### src/rtl/matrix_mac_pkg.sv
`default_nettype none
// ============================================================================
// matrix_mac_pkg: shared FSM state type, default widths and saturating add.
// Rev 1.0
// ============================================================================
package matrix_mac_pkg;

  typedef enum logic [1:0] {
    IDLE  = 2'd0,
    ACCUM = 2'd1,
    HOLD  = 2'd2
  } mac_state_e;

  localparam int c_data_width = 8;
  localparam int c_acc_width  = 32;
  localparam int c_lanes      = 4;
  localparam int c_len_width  = 8;
  localparam int c_sat_w      = 64;

  // Operands are sign-extended to c_sat_w bits, so the sum itself never wraps
  // for any width up to 62 bits. The MSB of the result is the clamp flag.
  function automatic logic [c_sat_w:0] sat_add(
    input logic signed [c_sat_w-1:0] acc,
    input logic signed [c_sat_w-1:0] inc,
    input int                        width
  );
    logic signed [c_sat_w-1:0] sum;
    logic signed [c_sat_w-1:0] max_v;
    logic signed [c_sat_w-1:0] min_v;
    sum   = acc + inc;
    max_v = $signed((64'd1 << (width - 1)) - 64'd1);
    min_v = ~max_v;
    if (sum > max_v) begin
      return {1'b1, max_v};
    end else if (sum < min_v) begin
      return {1'b1, min_v};
    end
    return {1'b0, sum};
  endfunction

endpackage
`default_nettype wire

### src/rtl/matrix_mac_lane.sv
`default_nettype none
// ============================================================================
// matrix_mac_lane: one signed multiply-accumulate lane with sticky clamp flag.
// Rev 1.0
// ============================================================================
module matrix_mac_lane
  import matrix_mac_pkg::*;
#(
  parameter int DATA_WIDTH = c_data_width,
  parameter int ACC_WIDTH  = c_acc_width
) (
  input  logic                  clock,
  input  logic                  reset,
  input  logic                  zero,
  input  logic                  en,
  input  logic [DATA_WIDTH-1:0] a,
  input  logic [DATA_WIDTH-1:0] b,
  output logic [ACC_WIDTH-1:0]  acc,
  output logic                  sat
);

  logic signed [2*DATA_WIDTH-1:0] w_prod;
  logic signed [ACC_WIDTH-1:0]    w_prod_ext;
  logic signed [ACC_WIDTH-1:0]    r_acc;

  assign w_prod     = $signed(a) * $signed(b);
  assign w_prod_ext = ACC_WIDTH'(w_prod);
  assign acc        = r_acc;

`ifdef MATRIX_MAC_TILE_SATURATE_EN
  logic [c_sat_w:0] w_sat_res;
  logic             w_unused_sat_hi;
  logic             r_sat;

  assign w_sat_res       = sat_add(c_sat_w'(r_acc), c_sat_w'(w_prod_ext), ACC_WIDTH);
  assign w_unused_sat_hi = ^w_sat_res[c_sat_w-1:ACC_WIDTH];
  assign sat             = r_sat;

  always_ff @(posedge clock) begin
    if (!reset) begin
      r_acc <= '0;
      r_sat <= 1'b0;
    end else if (zero) begin
      r_acc <= '0;
      r_sat <= 1'b0;
    end else if (en) begin
      r_acc <= w_sat_res[ACC_WIDTH-1:0];
      if (w_sat_res[c_sat_w]) begin
        r_sat <= 1'b1;
      end
    end
  end
`else
  assign sat = 1'b0;

  always_ff @(posedge clock) begin
    if (!reset) begin
      r_acc <= '0;
    end else if (zero) begin
      r_acc <= '0;
    end else if (en) begin
      r_acc <= r_acc + w_prod_ext;
    end
  end
`endif

endmodule
`default_nettype wire

### src/rtl/matrix_mac_tile.sv
`default_nettype none
// ============================================================================
// matrix_mac_tile: LANES-wide signed dot-product tile with valid/ready ports.
// Build option MATRIX_MAC_TILE_SATURATE_EN selects saturating lanes. Rev 1.0
// ============================================================================
module matrix_mac_tile
  import matrix_mac_pkg::*;
#(
  parameter int DATA_WIDTH = c_data_width,
  parameter int ACC_WIDTH  = c_acc_width,
  parameter int LANES      = c_lanes,
  parameter int LEN_WIDTH  = c_len_width
) (
  input  logic                        clock,
  input  logic                        reset,
  input  logic                        clear,
  input  logic                        start,
  input  logic [LEN_WIDTH-1:0]        vec_len,
  output logic                        busy,
  input  logic                        in_valid,
  output logic                        in_ready,
  input  logic [LANES*DATA_WIDTH-1:0] a_data,
  input  logic [LANES*DATA_WIDTH-1:0] b_data,
  output logic                        out_valid,
  input  logic                        out_ready,
  output logic [LANES*ACC_WIDTH-1:0]  out_data,
  output logic [LANES-1:0]            out_sat
);

  mac_state_e           r_state;
  logic [LEN_WIDTH-1:0] r_len;
  logic [LEN_WIDTH-1:0] r_cnt;
  logic [LEN_WIDTH-1:0] w_cnt_nxt;
  logic                 w_accept;
  logic                 w_consume;
  logic                 w_zero;

  assign busy      = (r_state != IDLE);
  assign in_ready  = (r_state == ACCUM);
  assign out_valid = (r_state == HOLD);

  assign w_cnt_nxt = r_cnt + LEN_WIDTH'(1);
  assign w_accept  = in_valid && in_ready;
  assign w_consume = out_valid && out_ready;
  // Lanes are also zeroed on start so a zero-length operation reports zeros.
  assign w_zero    = clear || w_consume || ((r_state == IDLE) && start);

  always_ff @(posedge clock) begin
    if (!reset) begin
      r_state <= IDLE;
      r_len   <= '0;
      r_cnt   <= '0;
    end else if (clear) begin
      r_state <= IDLE;
      r_cnt   <= '0;
    end else begin
      case (r_state)
        IDLE: begin
          if (start) begin
            r_len <= vec_len;
            r_cnt <= '0;
            if (vec_len == '0) begin
              r_state <= HOLD;
            end else begin
              r_state <= ACCUM;
            end
          end
        end
        ACCUM: begin
          if (in_valid) begin
            r_cnt <= w_cnt_nxt;
            if (w_cnt_nxt == r_len) begin
              r_state <= HOLD;
            end
          end
        end
        HOLD: begin
          if (out_ready) begin
            r_state <= IDLE;
          end
        end
        default: r_state <= IDLE;
      endcase
    end
  end

  for (genvar i = 0; i < LANES; i++) begin : g_lane
    matrix_mac_lane #(
      .DATA_WIDTH(DATA_WIDTH),
      .ACC_WIDTH (ACC_WIDTH)
    ) u_lane (
      .clock(clock),
      .reset(reset),
      .zero (w_zero),
      .en   (w_accept),
      .a    (a_data[i*DATA_WIDTH +: DATA_WIDTH]),
      .b    (b_data[i*DATA_WIDTH +: DATA_WIDTH]),
      .acc  (out_data[i*ACC_WIDTH +: ACC_WIDTH]),
      .sat  (out_sat[i])
    );
  end

endmodule
`default_nettype wire

### config.mk
export PLATFORM = sky130hd
export DESIGN_NAME = matrix_mac_tile
export DESIGN_NICKNAME = d
export VERILOG_FILES = /design/src/rtl/matrix_mac_pkg.sv /design/src/rtl/matrix_mac_lane.sv /design/src/rtl/matrix_mac_tile.sv
export SDC_FILE = /design/constraint.sdc
export NUM_CORES = 2
export LEC_CHECK = 0
export ABC_AREA = 1
export BUFFER_PORTS_ARGS = -buffer_cell sky130_fd_sc_hd__buf_2
export CAP_MARGIN = 10
export CORE_ASPECT_RATIO = 1.2
export CORE_MARGIN = 3
export CORE_UTILIZATION = 59
export CTS_BUF_LIST = sky130_fd_sc_hd__clkbuf_8
export CTS_CLUSTER_DIAMETER = 100
export CTS_CLUSTER_SIZE = 25
export DETAILED_ROUTE_END_ITERATION = 8
export PLACE_DENSITY = 0.78
export SETUP_SLACK_MARGIN = 0.4
export SLEW_MARGIN = 10
export SYNTH_ARGS = -nofsm -noshare
export SYNTH_HDL_FRONTEND = slang
export SYNTH_HIERARCHICAL = 1
export SYNTH_SLANG_ARGS = --single-unit
### constraint.sdc
create_clock -name clock -period 14.9 [get_ports clock]
set_input_delay 0.745 -clock clock [delete_from_list [all_inputs] [get_ports clock]]
set_output_delay 0.745 -clock clock [all_outputs]
set_load 0.01 [all_outputs]
==> flow_summary.ini <==
[outcome]
status = complete, no violations

[final_layout]
layout_common_cells = nand2_1 (969), inv_1 (936), fa_1 (544), nor2_1 (349), ha_1 (281)
stdcell_count = 4852
drive_above_1_share_pct = 8.97
finalNetCount = 5094
area_delta_synth_final_pct = 6.22
final_common_cell = nand2_1

[synthesis]
synth_simple_gate_area_share_pct = 23.2
synth_area_mm2 = 0.0305
synth_edf_count = 0
syn-num-nets = 4956
synth_compound_area_share_pct = 5.28
synth_fa_ha_area_share_pct = 47.2
synth_top_family_by_area = adder cells
synth-seq-area-share_pct = 9.59
synth_area_per_cell_um2 = 7.52
synth_xor_area_share_pct = 1.29
ys.flop_type = dfxtp_1
synthesis.instances = 4053
yosysWarnings = 6
post_synth_mux_area_share_pct = 0
ys_async_sr_fraction_pct = 0
ys_ff_latch = 146
ys_types = 45

[sta]
period_needed_ns = 5.58
setup_tns_ns = 0
tightest_slew_ns = 1.05
rsz0062_at_grt = false
finalHoldViolCount = 0
maxSlewViolCount = 0
slew_headroom_pct = 30.2
skew_ns = 0.0101
fmax_ghz = 0.179
setup_viol = 0
fin_crit_sh_pct = 37.5
whs_ns = 0.427

[die]
fp.dieW_um = 214
die_area_mm2 = 0.0545
die_y_um = 255
rows = 90
core_area_mm2 = 0.0507
io_pins = 213
initial_core_util_pct = 60.2

[clock_tree]
clk_pin_slew_ns = 0.09
cts_buffers = 17
post-cts-setup-buffer-count = 0
root_buffer = clkbuf_8
cts_buffer_depth = 2
ctsHoldBuffers = 0
cts_tree = done
cts_sinks = 146
clk_latency_ns = 0.57
cts_resized = 0
htreeDepth = 4

[detailed_routing]
drcViolationCount = 0
wl_per_cell_um = 15.6
first_pass_iters = 6
drt_iter0_drc = 1408
drt-total-wl_um = 75800
ant_nets = 0
vias = 25100
avgViaCountPerCell = 5.17

[worst_setup_path]
worstRegToRegCells = 22
crit_path_start_kind = input pin
crit_required_ns = 15.37
critPathBufInv = 6
r2r_slack_ns = 10.23
rr_endpoint = g_lane[3].u_lane/acc[20]
critPathArrivalTime_ns = 6.06
critical_path_class = in -> reg
cpPeakStageDelay_ns = 0.77
rr_startpoint = g_lane[3].u_lane/acc[4]
crit_path_end_kind = register
critPathTopFamily = adder cells
crit_fanout = 13
crit_slowest_cell = inv_1
cp_cell_sequence = buf_2 > nand2_1 > inv_1 > fa_1 > inv_1 > fa_1 > inv_1 > fa_1 > fa_1 > ha_1 > ha_1 > nand2_1 > nor2_2 > inv_2 > nor2_1 > nand4_1 > nand4_1 > nand3_1 > nand2_1 > inv_1

[grt]
grt_overflow_total = 0
grt_pass1_vias = 25900
grt_pass1_wl_um = 127000
grt_max_degree = 101
antenna_found_initial = 10
grt_usage_pct = 29.4

[power]
p_per_area_mw_per_mm2 = 200
p_total_mw = 6.47
peakVddDrop_uv = 170
p_leak_nw = 19.1

[place]
post-dp-hpwl_um = 63800
gp_congestion = 0.986
numPlacedInstances = 4816
io_buffer_count = 208

[worst_hold_path]
hp-class = in -> reg
worstHoldEndpoint = r_len[5]
hold_path_startpoint = vec_len[5]
worstHoldPathCells = 3

[run]
drv_cap = 0
cells in the mapped netlist (8+ instances only):
library cell,n,area share (%)
fa_1,544,36
nand2_1,969,12
nand3_2,12,0.39
and2_1,8,0.16
o21ai_1,18,0.30
clkbuf_1,76,0.94
nand4_1,41,0.84
o211ai_1,9,0.22
xor2_1,31,0.89
nor2_2,25,0.51
buf_4,10,0.25
nand2_2,34,0.70
o21bai_1,21,0.52
nor2_1,349,4.3
o21ai_0,89,1.5
inv_1,934,11
a21oi_1,134,2.2
nor3_2,9,0.30
ha_1,281,12
nor3_1,18,0.30
nor2_4,9,0.33
nand3_1,189,3.1
xnor2_1,14,0.40
inv_2,24,0.30
a21o_1,10,0.25
dfxtp_1,146,9.6
cell type report:
| cell class | instances | area (um2) |
|---|---|---|
| sequential | 146 | 2920 |
| clock buffer | 19 | 262 |
| antenna | 5 | 12.5 |
| tap | 644 | 806 |
| timing repair buffer | 220 | 1130 |
| inverter | 964 | 3620 |
| fill | 4608 | 18300 |
| clock inverter | 12 | 141 |
| multi-input combinational | 2842 | 23500 |
registers in the layout (all words and copies together), names as in the netlist:
name / cells
g_lane.u_lane/acc: 128
r_cnt: 8
r_len: 8
r_state: 2
worst max path at each step:
stage / start / cells past startpoint / endpoint
2_1_floorplan: b_data[2] / 23 / g_lane[0].u_lane/acc[23]
6_report: b_data[2] / 20 / g_lane[0].u_lane/acc[21]
4_1_cts: b_data[2] / 20 / g_lane[0].u_lane/acc[21]
5_1_grt: b_data[2] / 23 / g_lane[0].u_lane/acc[23]
3_5_place_dp: b_data[2] / 20 / g_lane[0].u_lane/acc[21]
3_3_place_gp: b_data[2] / 20 / g_lane[0].u_lane/acc[21]
worst min-delay path: cells and delay by family:
family	cells	cell delay, ns
AND/OR/NAND/NOR	2	0.13
buffers and inverters	1	0.09
where the power goes:
part,internal [mW],total (mW),switching (mW)
Sequential,0.397,0.404,0.00771
Combinational,2.03,5.71,3.67
Clock,0.171,0.356,0.185
Total,2.60,6.47,3.87
through the flow:
step | setup WS [ns] | utilization [%] | area [um2]
4_1_cts | 9.35 | 63.9 | 32400
3_5_place_dp | 8.71 | 63.1 | 32000
5_1_grt | 8.93 | 63.9 | 32400
2_1_floorplan | 9.30 | - | 30500
6_report | 9.32 | 63.9 | 32400
3_3_place_gp | 8.81 | 63.1 | 32000
routing by layer:
layer  part of all wire [%]  track usage, %
met1                     40            35.3
met4                    3.4            11.3
met3                    5.3            5.14
met2                     51            52.7
met5                  0.091               0
cells by family (layout without fill, tap and decap cells):
kind of cell / count (synthesis) / after routing
adder cells (fa/ha/maj): 825 / 825
AND/OR/NAND/NOR: 1675 / 1675
other: 4 / 9
buffers and inverters: 1065 / 1215
flip-flops: 146 / 146
AO/OA/AOI/OAI: 293 / 293
XOR/XNOR: 45 / 45
Power figures use the tool's default switching activity.
